$ cat config.mk
export PLATFORM = sky130hd
export DESIGN_NAME = dma_channel_arbiter
export DESIGN_NICKNAME = d
export VERILOG_FILES = /design/src/rtl/dma_arb_pkg.sv /design/src/rtl/dma_rr_pick.sv /design/src/rtl/dma_channel_arbiter.sv
export SDC_FILE = /design/constraint.sdc
export NUM_CORES = 1
export LEC_CHECK = 0
export BUFFER_PORTS_ARGS = -buffer_cell sky130_fd_sc_hd__buf_4
export CAP_MARGIN = 20
export CORE_AREA = 4 4 196 198
export CTS_CLUSTER_DIAMETER = 80
export DETAILED_ROUTE_END_ITERATION = 12
export DIE_AREA = 0 0 200 202
export SYNTH_ARGS = -nofsm -noshare
export SYNTH_HDL_FRONTEND = slang
export SYNTH_SLANG_ARGS = --single-unit
$ cat constraint.sdc
create_clock -name i_clk -period 4.3 [get_ports i_clk]
set_input_delay 0.215 -clock i_clk [delete_from_list [all_inputs] [get_ports i_clk]]
set_output_delay 0.215 -clock i_clk [all_outputs]
set_load 0.05 [all_outputs]
$ cat src/rtl/dma_arb_pkg.sv
`default_nettype none
// ============================================================================
// Module   : dma_arb_pkg
// Brief    : Shared state encoding, descriptor width and size predicate for
//            the DMA channel arbiter.
// Revision : 1.0
// ============================================================================
package dma_arb_pkg;

    localparam int STATE_W = 8;
    localparam int DESC_W  = 32;

    localparam logic [STATE_W-1:0] IDLE  = 8'h00;
    localparam logic [STATE_W-1:0] ISSUE = 8'h01;
    localparam logic [STATE_W-1:0] WAIT  = 8'h02;

    typedef enum logic [STATE_W-1:0] {
        ST_IDLE  = IDLE,
        ST_ISSUE = ISSUE,
        ST_WAIT  = WAIT
    } state_t;

    // The splitter never terminates on a zero or sign-bit byte count.
    function automatic logic size_invalid(input logic [DESC_W-1:0] size);
        return (size == '0) || size[DESC_W-1];
    endfunction

endpackage
`default_nettype wire

$ cat src/rtl/dma_rr_pick.sv
`default_nettype none
// ============================================================================
// Module   : dma_rr_pick
// Brief    : Combinational round-robin selector starting after last_grant.
// Revision : 1.0
// ============================================================================
module dma_rr_pick #(
    parameter  int NUM_CH = 4,
    localparam int IDX_W  = $clog2(NUM_CH)
) (
    input  logic [NUM_CH-1:0] req,
    input  logic [IDX_W-1:0]  last_grant,
    output logic [NUM_CH-1:0] gnt,
    output logic [IDX_W-1:0]  idx,
    output logic              any
);

    always_comb begin
        int               cand;
        logic [IDX_W-1:0] cidx;
        gnt  = '0;
        idx  = '0;
        any  = 1'b0;
        cand = 0;
        cidx = '0;
        for (int i = 1; i <= NUM_CH; i++) begin
            cand = (int'(last_grant) + i) % NUM_CH;
            cidx = IDX_W'(cand);
            if (!any && req[cidx]) begin
                any       = 1'b1;
                idx       = cidx;
                gnt[cidx] = 1'b1;
            end
        end
    end

endmodule
`default_nettype wire

$ cat src/rtl/dma_channel_arbiter.sv
`default_nettype none
// ============================================================================
// Module   : dma_channel_arbiter
// Brief    : Round-robin sharing of one transmission splitter between NUM_CH
//            DMA requesters. Optional watchdog: DMA_ARB_WATCHDOG_EN.
// Revision : 1.0
// ============================================================================
module dma_channel_arbiter
    import dma_arb_pkg::*;
#(
    parameter  int NUM_CH         = 4,
    parameter  int TIMEOUT_CYCLES = 65535,
    localparam int IDX_W          = $clog2(NUM_CH)
) (
    input  logic                     i_clk,
    input  logic                     i_rst,
    input  logic [NUM_CH-1:0]        ch_req,
    input  logic [NUM_CH*DESC_W-1:0] ch_host_addr,
    input  logic [NUM_CH*DESC_W-1:0] ch_dev_addr,
    input  logic [NUM_CH*DESC_W-1:0] ch_size,
    input  logic [NUM_CH-1:0]        ch_dir_write,
    output logic [NUM_CH-1:0]        ch_ack,
    output logic [NUM_CH-1:0]        ch_done,
    output logic [NUM_CH-1:0]        ch_err,
    output logic [DESC_W-1:0]        conf_start_address_host,
    output logic [DESC_W-1:0]        conf_start_address_device,
    output logic [DESC_W-1:0]        conf_size,
    output logic                     conf_dir_write,
    output logic                     conf_valid,
    input  logic                     conf_transaction_done,
    output logic                     splitter_abort,
    output logic                     busy,
    output logic [IDX_W-1:0]         active_ch
);

    if (NUM_CH < 2 || NUM_CH > 8 || TIMEOUT_CYCLES < 1) begin : g_param_err
        $error("dma_channel_arbiter: NUM_CH must be 2..8 and TIMEOUT_CYCLES >= 1");
    end

    logic [DESC_W-1:0] w_host [NUM_CH];
    logic [DESC_W-1:0] w_dev  [NUM_CH];
    logic [DESC_W-1:0] w_size [NUM_CH];

    for (genvar n = 0; n < NUM_CH; n++) begin : g_unpack
        assign w_host[n] = ch_host_addr[DESC_W*n +: DESC_W];
        assign w_dev[n]  = ch_dev_addr[DESC_W*n +: DESC_W];
        assign w_size[n] = ch_size[DESC_W*n +: DESC_W];
    end

    state_t            r_state;
    state_t            w_state_nxt;
    logic [IDX_W-1:0]  r_last_grant;
    logic [NUM_CH-1:0] w_gnt;
    logic [IDX_W-1:0]  w_idx;
    logic              w_any;
    logic [NUM_CH-1:0] w_ack;
    logic [NUM_CH-1:0] w_done;
    logic [NUM_CH-1:0] w_err;
    logic              w_valid;
    logic              w_latch;
    logic [NUM_CH-1:0] w_act_oh;

    dma_rr_pick #(.NUM_CH(NUM_CH)) u_pick (
        .req        (ch_req),
        .last_grant (r_last_grant),
        .gnt        (w_gnt),
        .idx        (w_idx),
        .any        (w_any)
    );

    assign w_act_oh = {{(NUM_CH-1){1'b0}}, 1'b1} << active_ch;

`ifdef DMA_ARB_WATCHDOG_EN
    logic [31:0] r_wd_cnt;
    logic        w_wd_clr;
    logic        w_abort;
`endif

    always_comb begin
        w_state_nxt = r_state;
        w_ack       = '0;
        w_done      = '0;
        w_err       = '0;
        w_valid     = 1'b0;
        w_latch     = 1'b0;
`ifdef DMA_ARB_WATCHDOG_EN
        w_wd_clr    = 1'b0;
        w_abort     = 1'b0;
`endif
        case (r_state)
            ST_IDLE: begin
                if (w_any) begin
                    w_latch = 1'b1;
                    w_ack   = w_gnt;
                    if (size_invalid(w_size[w_idx])) begin
                        w_done = w_gnt;
                        w_err  = w_gnt;
                    end else begin
                        w_valid     = 1'b1;
                        w_state_nxt = ST_ISSUE;
                    end
                end
            end
            ST_ISSUE: begin
                w_state_nxt = ST_WAIT;
`ifdef DMA_ARB_WATCHDOG_EN
                w_wd_clr    = 1'b1;
`endif
            end
            ST_WAIT: begin
                // A done coinciding with the timeout wins: it is a success.
                if (conf_transaction_done) begin
                    w_done      = w_act_oh;
                    w_state_nxt = ST_IDLE;
                end
`ifdef DMA_ARB_WATCHDOG_EN
                else if (r_wd_cnt == 32'(TIMEOUT_CYCLES - 1)) begin
                    w_done      = w_act_oh;
                    w_err       = w_act_oh;
                    w_abort     = 1'b1;
                    w_state_nxt = ST_IDLE;
                end
`endif
            end
            default: w_state_nxt = ST_IDLE;
        endcase
    end

    always_ff @(posedge i_clk) begin
        if (i_rst) begin
            r_state                   <= ST_IDLE;
            r_last_grant              <= IDX_W'(NUM_CH - 1);
            ch_ack                    <= '0;
            ch_done                   <= '0;
            ch_err                    <= '0;
            conf_valid                <= 1'b0;
            busy                      <= 1'b0;
            active_ch                 <= '0;
            conf_start_address_host   <= '0;
            conf_start_address_device <= '0;
            conf_size                 <= '0;
            conf_dir_write            <= 1'b0;
        end else begin
            r_state    <= w_state_nxt;
            ch_ack     <= w_ack;
            ch_done    <= w_done;
            ch_err     <= w_err;
            conf_valid <= w_valid;
            busy       <= (w_state_nxt != ST_IDLE);
            if (w_latch) begin
                r_last_grant              <= w_idx;
                active_ch                 <= w_idx;
                conf_start_address_host   <= w_host[w_idx];
                conf_start_address_device <= w_dev[w_idx];
                conf_size                 <= w_size[w_idx];
                conf_dir_write            <= ch_dir_write[w_idx];
            end
        end
    end

`ifdef DMA_ARB_WATCHDOG_EN
    always_ff @(posedge i_clk) begin
        if (i_rst) begin
            r_wd_cnt       <= '0;
            splitter_abort <= 1'b0;
        end else begin
            splitter_abort <= w_abort;
            if (w_wd_clr) begin
                r_wd_cnt <= '0;
            end else if (r_state == ST_WAIT) begin
                r_wd_cnt <= r_wd_cnt + 32'd1;
            end
        end
    end
`else
    assign splitter_abort = 1'b0;
`endif

endmodule
`default_nettype wire

Word level (Yosys, flattened, before mapping)
Cells that the tools add are included.
{"block": "op_classes", "order_cmp": 10, "n_eq_ne": 2, "muxes": 50, "bitwise_logic": 6, "addsub": 4, "shifts": 1, "n_reduce_logical": 16}
{"operator": "32-bit binary-select mux with 2-bit select", "count": 3}
{"operator": "32-bit 2-to-1 mux", "count": 6}
{"operator": "32-bit zero test", "count": 1}
{"operator": "4-bit 2-to-1 mux", "count": 7}
{"operator": "8-bit 2-to-1 mux", "count": 3}
{"operator": "8-bit one-hot mux with 3 select lines", "count": 1}
{"operator": "1-bit 2-to-1 mux", "count": 16}
{"operator": "2-bit by 3-bit less-than comparator with 1-bit output (second input constant)", "count": 5}
{"operator": "4-bit OR", "count": 3}
{"operator": "1-bit binary-select mux with 2-bit select", "count": 5}
{"operator": "1-bit demux with 2-bit select", "count": 4}
{"operator": "8-bit by 1-bit == test with 1-bit output (second input constant)", "count": 1}
{"operator": "8-bit by 2-bit == test with 1-bit output (second input constant)", "count": 1}
{"operator": "2-bit by 1-bit greater-or-equal comparator with 1-bit output (second input constant)", "count": 4}
{"operator": "8-bit zero test", "count": 1}
{"operator": "2-bit 2-to-1 mux", "count": 4}
{"operator": "4-bit one-hot mux with 2 select lines", "count": 1}
{"operator": "8-bit nonzero test", "count": 1}
{"operator": "1-bit logical AND", "count": 7}
{"operator": "2-bit by 1-bit adder with 2-bit output (second input constant)", "count": 2}
{"operator": "2-bit adder (second input constant)", "count": 2}
{"operator": "1-bit by 2-bit left shift with 4-bit output (first input constant)", "count": 1}
{"operator": "3-bit greater-or-equal comparator (second input constant)", "count": 1}
{"operator": "1-bit zero test", "count": 3}
{"operator": "5 further kinds", "count": 6}
{"block": "word_totals", "regBits": 123, "elab_cells": 101, "in_bits": 395, "output_inout_bits": 114}

Longest topological paths before layout
Gate-level depths: netlist (run 1).
{"block": "depth", "ltp_word": 23, "depth_mapped": 19, "ltp_nobuf": 12}

Cells and area by module
A second synthesis (run 1) with hierarchy kept.
{"block": "unflattened", "hier_cells": 711, "hier_area_um2": 7123.1}
{"module": "dma_channel_arbiter", "cells_per_inst": 625, "area_per_inst_um2": 6493.7, "n_inst": 1, "seq_area_each_um2": 2462.4}
{"module": "dma_rr_pick", "cells_per_inst": 86, "area_per_inst_um2": 629.4, "n_inst": 1, "seq_area_each_um2": 0.0}

Worst setup path before layout (run 1)
Ideal clock, no wire load.
{"block": "synth_timing", "path_type": "reg2reg", "startpoint": "register r_last_grant[0]", "endpoint": "register conf_valid", "stages_incl_launch_ff": 18, "slack_ps": 210, "setup_time_ps": 115, "synth_period_minus_slack_ps": 4090, "n_path_buf": 6, "arrival_time_ps": 3976, "t_required_ps": 4185, "cell_sequence": "dfxtp_1 > inv_2 > buf_2 > buf_1 > ha_1 > buf_4 > mux4_2 > a21oi_1 > buf_6 > buf_6 > mux2i_1 > o21ai_0 > a221oi_1 > a22oi_1 > a2111oi_2 > a31oi_1 > buf_2 > and2_1"}
{"block": "synth_via", "elab_chain_cells": 20, "elab_cells_between_ends": 35, "cone_classes": "add/sub: 4; mux: 20; bitwise: 2; reduce/logical: 9"}
{"item": "start: declaration", "line": "dma_channel_arbiter.sv:52", "text": "logic [IDX_W-1:0] r_last_grant;"}
{"item": "start signal: assignment", "line": "dma_channel_arbiter.sv:132", "text": "r_last_grant <= IDX_W'(NUM_CH - 1);"}
{"item": "start signal: assignment", "line": "dma_channel_arbiter.sv:151", "text": "r_last_grant <= w_idx;"}
{"item": "2-bit by 1-bit adder with 2-bit output", "line": "dma_rr_pick.sv:27", "text": "cand = (int'(last_grant) + i) % NUM_CH;"}
{"item": "1-bit binary-select mux with 2-bit select", "line": "dma_rr_pick.sv:29", "text": "if (!any && req[cidx]) begin"}
{"item": "1-bit 2-to-1 mux (implied by the code)", "line": "dma_rr_pick.sv:29"}
{"item": "1-bit 2-to-1 mux", "line": "dma_rr_pick.sv:29"}
{"item": "1-bit zero test", "line": "dma_rr_pick.sv:29"}
{"item": "1-bit logical AND", "line": "dma_rr_pick.sv:29"}
{"item": "1-bit 2-to-1 mux", "line": "dma_rr_pick.sv:29"}
{"item": "1-bit zero test", "line": "dma_rr_pick.sv:29"}
{"item": "[... 3 more ...]"}
{"item": "1-bit logical AND", "line": "dma_rr_pick.sv:29"}
{"item": "2-bit 2-to-1 mux", "line": "dma_rr_pick.sv:29"}
{"item": "2-bit NOT with 3-bit output (implied by the code)", "line": "dma_channel_arbiter.sv:95", "text": "if (size_invalid(w_size[w_idx])) begin"}
{"item": "32-bit binary-select mux with 2-bit select", "line": "dma_channel_arbiter.sv:95"}
{"item": "32-bit 2-to-1 mux (implied by the code) (2 in series)", "line": "dma_channel_arbiter.sv:95"}
{"item": "32-bit zero test", "line": "dma_arb_pkg.sv:25", "text": "return (size == '0) || size[DESC_W-1];"}
{"item": "1-bit logical OR", "line": "dma_arb_pkg.sv:25"}
{"item": "1-bit 2-to-1 mux", "line": "dma_channel_arbiter.sv:95"}
{"item": "end signal: assignment", "line": "dma_channel_arbiter.sv:148", "text": "conf_valid <= w_valid;"}
{"item": "end: declaration", "line": "dma_channel_arbiter.sv:29", "text": "output logic conf_valid,"}
Parallel ways exist; a longest one is shown, timed or not. The select of a mux whose other input is x is not followed.
A chain may end at the register's enable or synchronous reset.

Final worst setup path (run 1)
{"block": "layout_timing", "startpoint": "register r_last_grant[1]", "endpoint": "register busy"}
{"block": "layout_via", "elab_chain_cells": 23, "elab_cells_between_ends": 36, "cone_classes": "add/sub: 4; mux: 22; bitwise: 1; reduce/logical: 9"}
{"item": "2-bit by 1-bit adder with 2-bit output", "line": "dma_rr_pick.sv:27"}
{"item": "1-bit binary-select mux with 2-bit select", "line": "dma_rr_pick.sv:29"}
{"item": "1-bit 2-to-1 mux (implied by the code)", "line": "dma_rr_pick.sv:29"}
{"item": "1-bit 2-to-1 mux", "line": "dma_rr_pick.sv:29"}
{"item": "1-bit zero test", "line": "dma_rr_pick.sv:29"}
{"item": "1-bit logical AND", "line": "dma_rr_pick.sv:29"}
{"item": "1-bit 2-to-1 mux", "line": "dma_rr_pick.sv:29"}
{"item": "1-bit zero test", "line": "dma_rr_pick.sv:29"}
{"item": "[... 6 more ...]"}
{"item": "32-bit binary-select mux with 2-bit select", "line": "dma_channel_arbiter.sv:95"}
{"item": "32-bit 2-to-1 mux (implied by the code) (2 in series)", "line": "dma_channel_arbiter.sv:95"}
{"item": "32-bit zero test", "line": "dma_arb_pkg.sv:25"}
{"item": "1-bit logical OR", "line": "dma_arb_pkg.sv:25"}
{"item": "8-bit 2-to-1 mux", "line": "dma_channel_arbiter.sv:95"}
{"item": "8-bit 2-to-1 mux (*)", "line": "dma_channel_arbiter.sv:92", "text": "if (w_any) begin"}
{"item": "8-bit one-hot mux with 3 select lines (*)", "line": "dma_channel_arbiter.sv:90", "text": "case (r_state)"}
{"item": "8-bit nonzero test (*)", "line": "dma_channel_arbiter.sv:149", "text": "busy <= (w_state_nxt != ST_IDLE);"}
{"item": "end signal: assignment", "line": "dma_channel_arbiter.sv:149"}
{"item": "end: declaration", "line": "dma_channel_arbiter.sv:32", "text": "output logic busy,"}
Every way passes the cells marked *; elsewhere a longest branch is shown, timed or not. The select of a mux whose other input is x is not followed.

==> out/qor.yml, run 1 <==
run_status:
  status: "completed"
clock_network:
  cts_made_buffers: 17
  cts-root-buf: "clkbuf_16"
  h-tree-depth: 4
  numClockSinks: 123
  tritoncts: "done"
  clkLatencyLatePin_ns: 0.44
  path_clk_slew_ns: 0.06
  cts_buffer_depth: 2
die:
  fp.dieH_um: 202
  die_w_um: 200
  start_util: 0.234
  rows: 70
  pin_count: 509
  core_sq_mm: 0.0365
  dieArea_sq_mm: 0.0404
worst_setup_path:
  r2r_slack_ns: 0.26
  cpMostUsedCell: "buf_4"
  cp_data_required_time_ns: 4.62
  start_kind: "flop"
  path_buf_inv: 3
  crit_arrival_ns: 4.36
  cp_slowest_stage_delay_ns: 0.65
  timing.rr.end: "busy"
  cp_max_fo: 11
  r2r-start: "r_last_grant[1]"
  worstSetupPathType: "flop to flop"
  path_delay_family: "compound AO/OA/AOI/OAI gates"
  r2r_cells: 13
  path_cells: "inv_1 -> ha_2 -> mux4_2 -> a21oi_4 -> buf_4 -> buf_4 -> mux2i_1 -> o21ai_0 -> a211oi_1 -> nand4_1 -> a221oi_1 -> a31oi_4 -> a21o_1"
  worstSetupEndpointType: "flop"
  cpMaxStageDelayCell: "mux4_2"
placement:
  io_buffers: 507
  place_ws_ns: -0.283
  gp_congestion: 0.951
  dpl.cell_count: 2204
  dp_hpwl_um: 36600
logic_synthesis:
  synthCells: 1301
  ys_seq_area_frac: 0.289
  synth_top_area_frac: 0.289
  synthTopCellsByCount: "427 x nand2_1, 221 x nand3_1, 123 x dfxtp_1"
  async_flop_share: 0
  yosys_register_bits: 123
  yosysMostFrequentCell: "nand2_1"
  synth-edff-count: 0
  netlist.top_cell.by_area: "dfxtp_1"
  syn_area_sq_mm: 0.00853
  ys_top_cells_by_area: "dfxtp_1 29%, nand2_1 19%, nand3_1 13%, a21oi_1 6.1%, mux2i_1 4.2%"
  synth_cell_types: 72
  synth_warnings: 0
  avgSynthCellArea_sq_um: 6.56
  ys.flop_type: "dfxtp_1"
global_route:
  grt_max_degree: 90
  gr-total-overflow: 0
  grt_pass1_wl_um: 67600
  grt_pass1_vias: 11045
  antenna_found_initial: 0
  grt_usage: 0.219
routing:
  post-route-drc-count: 0
  ant_nets: 0
  drt-met1-wl_um: 17700
  vias: 11201
  wl_met2_um: 23700
  maxUsedRoutingLayer: "met4"
  wire_per_inst_um: 20.7
  first_pass_iters: 5
  drtIter0Drc: 815
  drt_wl_total_um: 46500
  drt-vias-per-instance: 4.99
  wl_met3_um: 3690
finish:
  area_growth_pct: 59.0
  num-fill-cells: 3909
  final_nets: 2165
  n_antenna_cell: 0
  final_util: 0.371
  instances_no_fill: 2243
  drive_gt1_frac: 0.348
  multi_input_area_sq_mm: 0.00564
  seqCellArea_sq_mm: 0.00246
sta:
  setup_viol: 0
  fin_ws_ns: 0.260
  finalMaxSlewViolations: 0
  clock.fmax_mhz: 248
  fin_crit_sh: 0.940
  skew_ns: 0.00892
  relSlewSlack: 0.461
  hold_violations: 0
  rsz0062_at_grt: "false"
  layout_min_cycle_time_ns: 4.04
  tightest_slew_ns: 0.809
  hold-worst-slack_ns: 0.176
power:
  p_per_area_mw_per_mm2: 286
  p_total_w: 0.00387
  power.leakage_nw: 6.16
  peakVddDrop_mv: 0.238
min_path:
  worstHoldPathType: "input port to flop"
  hold_path_end: "conf_start_address_host[1]"
  hold_depth: 5
  worstHoldStart: "ch_host_addr[33]"
flow_run:
  maxCapViolCount: 0
==> state kept, by name (all words and copies together), names as in the netlist, 2 cells and up <==
name and cells:
r_state 8, conf_start_address_host 32, ch_ack 4, active_ch 2, ch_err 4, conf_start_address_device 32, r_last_grant 2, conf_size 32
ch_done 4
==> routing by layer <==
| layer | track usage | vias to the layer above |
|---|---|---|
| met5 | 0 | - |
| met4 | 0.0788 | 0 |
| met3 | 0.0445 | 60 |
| met2 | 0.392 | 529 |
| met1 | 0.255 | 5161 |
| li1 | - | 5451 |
==> report_power, final <==
group | internal, W | total, W | switching, W
Combinational | 0.000455 | 0.00101 | 0.000555
Sequential | 0.00115 | 0.00116 | 0.00000585
Clock | 0.00111 | 0.00170 | 0.000596
==> worst max-delay path by stage <==
stage,startpoint,to,cells past startpoint
3_5_place_dp,r_last_grant[1],conf_valid,12
3_3_place_gp,r_last_grant[1],conf_valid,12
6_report,r_last_grant[1],busy,13
5_1_grt,r_last_grant[1],busy,13
4_1_cts,r_last_grant[1],busy,14
2_1_floorplan,r_last_grant[0],conf_valid,17
==> what timing repair did <==
item / in CTS / in global routing
endpoints found under the setup margin: 11 / 12
pin swaps: 1 / 1
gates resized for setup: 3 / 2
buffers inserted: 4 / 3
hold buffers: 0 / 0
==> worst min-delay path: stages <==
cell and delay [ns]:
buf_4 0.11, nand2_1 0.05, nand3_1 0.06, nand3_1 0.08, a21oi_1 0.05
==> stage by stage <==
step / TNS [ns] / cell area [sq um]
2_1_floorplan: 0 / 8550
3_3_place_gp: -0.784 / 12800
3_5_place_dp: -2.07 / 12800
4_1_cts: 0 / 13500
5_1_grt: 0 / 13600
6_report: 0 / 13600
==> placed cells by master (no fill, tap or decap), drive strengths merged, types with 3 or more instances in the layout <==
cell type  count
buf          548
nand2        428
nand3        221
dfxtp        123
a21oi        106
nor2          51
mux2i         39
o21ai         33
a22oi         24
clkbuf        19
nor3          16
o211ai        13
a221oi        13
inv           11
mux2          10
nor4           9
o22ai          9
ha             8
conb           7
bufinv         6
a21o           5
o221ai         5
a311oi         4
and2           4
or3            4
and3           4
nand4          4
clkinv         4
a211oi         4
nor2b          4
a31oi          4
mux4           3
a211o          3
==> cell families (layout without fill, tap and decap cells) <==
logic type	after synthesis	after routing	share of synthesized area
buffers and inverters	122	590	0.0632
muxes	52	52	0.0710
AOI/OAI and AO/OA	245	245	0.188
and+or+nand+nor	750	750	0.377
adders and majority gates	8	8	0.0117
DFF	123	123	0.289
other	1	7	0.000440
==> area by class of cell <==
class	count	area share
Clock inverter	13	0.0176
Sequential cell	123	0.182
Tap cell	468	0.0432
Inverter	10	0.00277
Timing Repair Buffer	548	0.306
Multi-Input combinational cell	1062	0.416
Clock buffer	19	0.0327
Power figures use the tool's default switching activity.
==> run 2: changes to the inputs <==
--- a/config.mk
+++ b/config.mk
@@ -11,6 +11,7 @@
 export CTS_CLUSTER_DIAMETER = 80
 export DETAILED_ROUTE_END_ITERATION = 12
 export DIE_AREA = 0 0 200 202
+export RECOVER_POWER = 50
 export SYNTH_ARGS = -nofsm -noshare
 export SYNTH_HDL_FRONTEND = slang
 export SYNTH_SLANG_ARGS = --single-unit
==> run 2 against run 1 <==
Net effect: critical path depth is the same; setup slack lost 0.027 ns; die area is the same; final area shrank 3.1%; via count shrank 0.21%; first-iteration DRC count grew 7.2%; global-route usage is the same; routed wire length grew 0.20%; worst hold slack lost 0.0048 ns; clock-buffer cell count is the same; sequential power is essentially flat.
==> out/qor.yml, run 2 (synthesized netlist as in run 1, its figures left out) <==
run_status:
  status: "completed"
sta:
  layout_min_cycle_time_ns: 4.07  # +0.0270 ns
  finalMaxSlewViolations: 0  # unchanged
  hold-worst-slack_ns: 0.171  # -0.00481 ns
  relSlewSlack: 0.453  # -0.00766
  clock.fmax_mhz: 246  # -0.66%
  hold_violations: 0  # unchanged
  skew_ns: 0.00846  # -0.000451 ns
  setup_viol: 0  # unchanged
  fin_crit_sh: 0.946  # +0.00627
  fin_ws_ns: 0.233  # -0.0270 ns
  tightest_slew_ns: 0.820  # +0.0115 ns
  rsz0062_at_grt: "false"
die:
  start_util: 0.234  # unchanged
  core_sq_mm: 0.0365  # unchanged
  pin_count: 509  # unchanged
  fp.dieH_um: 202  # unchanged
  dieArea_sq_mm: 0.0404  # unchanged
  rows: 70  # unchanged
  die_w_um: 200  # unchanged
routing:
  wl_met3_um: 3900  # +5.6%
  drt-met1-wl_um: 17600  # -0.46%
  post-route-drc-count: 0  # unchanged
  vias: 11178  # -0.21%
  wire_per_inst_um: 20.8  # +0.20%
  ant_nets: 0  # unchanged
  drt-vias-per-instance: 4.98  # -0.21%
  drtIter0Drc: 874  # +7.2%
  drt_wl_total_um: 46600  # +0.20%
  first_pass_iters: 5  # unchanged
  maxUsedRoutingLayer: "met4"
  wl_met2_um: 23600  # -0.33%
worst_setup_path:
  worstSetupEndpointType: "flop"
  crit_arrival_ns: 4.40  # +0.04 ns
  worstSetupPathType: "flop to flop"
  r2r_slack_ns: 0.23  # -0.03 ns
  start_kind: "flop"
  cp_max_fo: 11  # unchanged
  cp_data_required_time_ns: 4.63  # about the same
clock_network:
  cts_hold_buf: 0  # unchanged
  numClockSinks: 123  # unchanged
  h-tree-depth: 4  # unchanged
  clkLatencyLatePin_ns: 0.44  # about the same
  tritoncts: "done"
  path_clk_slew_ns: 0.06  # about the same
  cts_buffer_depth: 2  # unchanged
  cts_made_buffers: 17  # unchanged
  cts-root-buf: "clkbuf_16"
power:
  p_total_w: 0.00387  # about the same
  power.leakage_nw: 5.68  # -7.8%
  peakVddDrop_mv: 0.243  # +2.1%
  p_per_area_mw_per_mm2: 295  # +3.3%
finish:
  num-fill-cells: 3990  # +2.1%
  drive_gt1_frac: 0.284  # -0.0637
  final_common_cell: "buf_4"
  largest_registers: "conf_size (32), conf_start_address_device (32), conf_start_address_host (32)"
  seqCellArea_sq_mm: 0.00246  # unchanged
  final_nets: 2165  # unchanged
  multi_input_area_sq_mm: 0.00564  # unchanged
  area_growth_pct: 54.0
  layout_common_cells: "432 x buf_4, 427 x nand2_1, 221 x nand3_1, 122 x dfxtp_1, 114 x clkbuf_1"
  final_util: 0.360  # -0.0116
  n_antenna_cell: 0  # unchanged
global_route:
  antenna_found_initial: 0  # unchanged
  gr-total-overflow: 0  # unchanged
  grt_pass1_vias: 11045  # unchanged
  grt_usage: 0.219  # unchanged
  grt_pass1_wl_um: 67600  # unchanged
  grt_max_degree: 90  # unchanged
placement:
  place_ws_ns: -0.283  # unchanged
  gp_congestion: 0.951  # unchanged
  io_buffers: 507  # unchanged
  dp_hpwl_um: 36600  # unchanged
flow_run:
  maxCapViolCount: 0  # unchanged
min_path:
  worstHoldPathType: "input port to flop"
run 2: cell count changes in the layout (fill, tap and decap cells not counted):
cell | before | now
buf_4 | 545 | 432
clkbuf_1 | 1 | 114
run 2: stage by stage:
step / cell area [sq um] / TNS (ns) / cells
6_report: 13100 / 0 / 2243
3_5_place_dp: 12800 / -2.07 / 2204
4_1_cts: 13500 / 0 / 2240
2_1_floorplan: 8550 / 0 / 1307
3_3_place_gp: 12800 / -0.784 / 2204
5_1_grt: 13100 / 0 / 2243
run 2: cell type report:
class / count / area share
multi-input cells: 1062 / 0.429
repair buffers: 548 / 0.284
flip-flops and latches: 123 / 0.188
well taps: 468 / 0.0446
clock buffers: 19 / 0.0337
clock inverters: 13 / 0.0182
inverters: 10 / 0.00286
run 2: per-layer routing:
metal  GRT usage  up-vias
met5           0        -
met4      0.0788        0
met3      0.0445       60
met2       0.392      545
met1       0.255     5127
li1            -     5446
run 2: path summary, 6_finish.rpt:
path / start / to / depth (start not counted)
setup / recovery: r_last_grant[1] / busy / 13
hold / removal: ch_host_addr[33] / conf_start_address_host[1] / 5
setup reg to reg: r_last_grant[1] / busy / 13
hold reg to reg: conf_start_address_host[19] / conf_start_address_host[19] / 2
run 2: repair_timing:
action | CTS | global route
setup endpoints to repair | 11 | 12
buffers inserted | 4 | 3
resized for setup | 3 | 2
pin swaps | 1 | 1
run 2: worst max-delay path, cell delays in order, from the launching register on:
cell and delay [ns]:
dfxtp_1 0.33, inv_1 0.13, ha_2 0.48, mux4_2 0.65
a21oi_4 0.30, buf_4 0.18, buf_4 0.16, mux2i_1 0.18
o21ai_0 0.08, a211oi_1 0.36, nand4_1 0.21, a221oi_1 0.43
a31oi_4 0.23, a21o_1 0.24
run 2: report_power, final:
part / total, W / internal (W) / switching, W
Combinational: 0.00100 / 0.000447 / 0.000556
Sequential: 0.00116 / 0.00115 / 0.00000563
Clock: 0.00171 / 0.00111 / 0.000605
==> run 3: changes to the inputs <==
==> constraint.sdc (replaced) <==
create_clock -name i_clk -period 4.3 [get_ports i_clk]
set_input_delay 0.86 -clock i_clk [delete_from_list [all_inputs] [get_ports i_clk]]
set_output_delay 0.86 -clock i_clk [all_outputs]
set_load 0.05 [all_outputs]
==> run 3 against run 2 <==
Net effect: clock power fell by 15%; setup slack lost 0.12 ns; die area did not move; clock skew up 0.0022 ns; cell count hardly changed; register-to-register slack lost 0.12 ns; global-route usage is 0.28 points higher; highest routed layer unchanged.
==> out/qor.yml, run 3 (synthesized netlist as in run 1, its figures left out) <==
worst_setup_path:
  timing.rr.end: "busy"
  worstSetupStartpoint: "r_last_grant[0]"
  path_cells: "inv_2 -> ha_1 -> mux2i_2 -> mux2_4 -> o2111ai_1 -> a221o_4 -> a211oi_1 -> nand4_1 -> a221oi_1 -> a31oi_4 -> a21o_1"
  start_kind: "flop"
  cpMaxStageDelayCell: "a211oi_1"
  path_buf_inv: 1  # -2
  cp_data_required_time_ns: 4.64  # about the same
  r2r_cells: 11  # -2
  cp_slowest_stage_delay_ns: 0.57  # -0.08 ns
  worstSetupEndpoint: "busy"
  path_delay_family: "compound AO/OA/AOI/OAI gates"
  worstSetupPathType: "flop to flop"
  r2r_slack_ns: 0.11  # -0.12 ns
  r2r-start: "r_last_grant[0]"
  cp_max_fo: 13  # +2
  worstSetupPathDepth: 11  # -2
  crit_arrival_ns: 4.53  # +0.13 ns
  worstSetupEndpointType: "flop"
finish:
  num-fill-cells: 3986  # -0.10%
  area_growth_pct: 53.1
  final_util: 0.357  # -0.00212
  final_nets: 2166  # +0.046%
  drive_gt1_frac: 0.282  # -0.00169
  final_common_cell: "buf_4"
  largest_registers: "conf_size (32), conf_start_address_device (32), conf_start_address_host (32)"
  layout_common_cells: "432 x buf_4, 427 x nand2_1, 221 x nand3_1, 122 x dfxtp_1, 116 x clkbuf_1"
power:
  p_total_w: 0.00364  # -6.1%
  peakVddDrop_mv: 0.232  # -4.4%
  clkPwrFrac: 0.402  # -0.040
  switching_share: 0.310  # +0.00865
  p_per_area_mw_per_mm2: 279  # -5.5%
  pwr-share-seq: 0.319  # +0.020
  power.leakage_nw: 5.66  # -0.33%
  combPwrFrac: 0.279  # +0.020
  p_int_w: 0.00251  # -7.3%
  power.net_switching_w: 0.00113  # -3.4%
clock_network:
  cts-root-buf: "clkbuf_16"
  h-tree-depth: 4  # unchanged
  path_clk_slew_ns: 0.06  # about the same
  clkLatencyLatePin_ns: 0.45  # about the same
  cts_buffer_depth: 2  # unchanged
  cts_hold_buf: 0  # unchanged
  cts_made_buffers: 17  # unchanged
  numClockSinks: 123  # unchanged
  tritoncts: "done"
die:
  core_sq_mm: 0.0365  # unchanged
  dieArea_sq_mm: 0.0404  # unchanged
  fp.dieH_um: 202  # unchanged
  rows: 70  # unchanged
  die_w_um: 200  # unchanged
  pin_count: 509  # unchanged
  start_util: 0.234  # unchanged
min_path:
  worstHoldPathType: "flop to flop"
routing:
  drtIter0Drc: 764  # -13%
  vias: 11407  # +2.0%
  drt-vias-per-instance: 5.08  # +2.0%
  wire_per_inst_um: 21.0  # +1.2%
  first_pass_iters: 7  # +2
  drt_wl_total_um: 47100  # +1.2%
  ant_nets: 0  # unchanged
  post-route-drc-count: 0  # unchanged
sta:
  hold-worst-slack_ns: 0.452  # +0.281 ns
  rsz0062_at_grt: "false"
  finalSetupTns_ns: 0  # unchanged
  finalMaxSlewViolations: 0  # unchanged
  skew_ns: 0.0107  # +0.00224 ns
  clock.fmax_mhz: 239  # -3.0%
  relSlewSlack: 0.438  # -0.0157
  layout_min_cycle_time_ns: 4.19  # +0.124 ns
  setup_viol: 0  # unchanged
  tightest_slew_ns: 0.844  # +0.0236 ns
  hold_violations: 0  # unchanged
  fin_crit_sh: 0.975  # +0.0288
placement:
  io_buffers: 507  # unchanged
  gp_congestion: 0.923  # -3.0%
  dp_hpwl_um: 36700  # +0.24%
global_route:
  grt_usage: 0.221  # +0.00279
  grt_max_degree: 93  # +3.3%
  gr-total-overflow: 0  # unchanged
  antenna_found_initial: 1  # +1
  grt_pass1_wl_um: 68100  # +0.75%
  grt_pass1_vias: 11291  # +2.2%
run_status:
  status: "completed"
flow_run:
  maxCapViolCount: 0  # unchanged
[run 3: changes by cell type in the layout (fill, tap and decap cells not counted), sizes merged]
cell / change
buf: +1
bufinv: -4
clkbuf: +5
clkinv: +1
clkinvlp: -2
diode: +1
inv: -1
[run 3: metrics by stage]
step / instances / setup slack, ns / cell area (sq um)
after floorplan: 1307 / 0.210 / 8550
after CTS: 2243 / 0.0421 / 13500
after detailed placement: 2206 / -0.257 / 12800
final: 2244 / 0.109 / 13100
after global routing: 2244 / 0.00311 / 13100
after global placement: 2206 / -0.170 / 12800
[run 3: worst min path at each step]
| stage | from | endpoint | slack [ns] | cells past startpoint |
|---|---|---|---|---|
| after floorplan | r_state[2] | r_state[1] | 0.52 | 3 |
| after global placement | conf_size[29] | conf_size[29] | 0.44 | 2 |
| after detailed placement | conf_start_address_host[7] | conf_start_address_host[7] | 0.45 | 2 |
| after CTS | conf_start_address_host[19] | conf_start_address_host[19] | 0.45 | 2 |
| after global routing | conf_size[29] | conf_size[29] | 0.46 | 2 |
| final | conf_size[7] | conf_size[7] | 0.45 | 2 |
[run 3: repair_timing]
item	CTS	global route
pin swaps	1	0
endpoints found under the hold margin	0	0
gates cloned	0	0
resized for setup	2	2
setup endpoints to repair	11	11
setup buffers	6	0
[run 3: routing by layer]
metal  part of all wire  global-route usage  routed length [um]  vias to the layer above
met5                  0                   0                   0                        -
met1               0.37               0.254               17600                     5267
met3              0.087              0.0563                4090                       81
met2               0.50               0.388               23600                      617
li1                   -                   -                   -                     5442
met4              0.041              0.0934                1920                        0
[run 3: tightest hold or removal path: stages, from the launching register on]
cell     delay [ns]
dfxtp_1        0.31
nand2_1        0.05
a21oi_1        0.05
[run 3: power groups by stage]
stage	Clock, W	Combinational (W)	Sequential, W
after floorplan	0	0.000476	0.00121
after global placement	0	0.000997	0.00118
after detailed placement	0	0.000999	0.00118
after CTS	0.00150	0.00101	0.00116
after global routing	0.00154	0.00110	0.00116
final	0.00146	0.00101	0.00116
[run 3: area by class of cell]
| type | count | area (sq um) | area share |
|---|---|---|---|
| sequential | 123 | 2460 | 0.189 |
| inverter | 10 | 37.5 | 0.00288 |
| clock buffer | 24 | 492 | 0.0377 |
| timing repair buffer | 549 | 3750 | 0.287 |
| tap | 468 | 586 | 0.0449 |
| clock inverter | 7 | 88.8 | 0.00680 |
| multi-input combinational | 1062 | 5640 | 0.432 |
| antenna | 1 | 2.50 | 0.000192 |
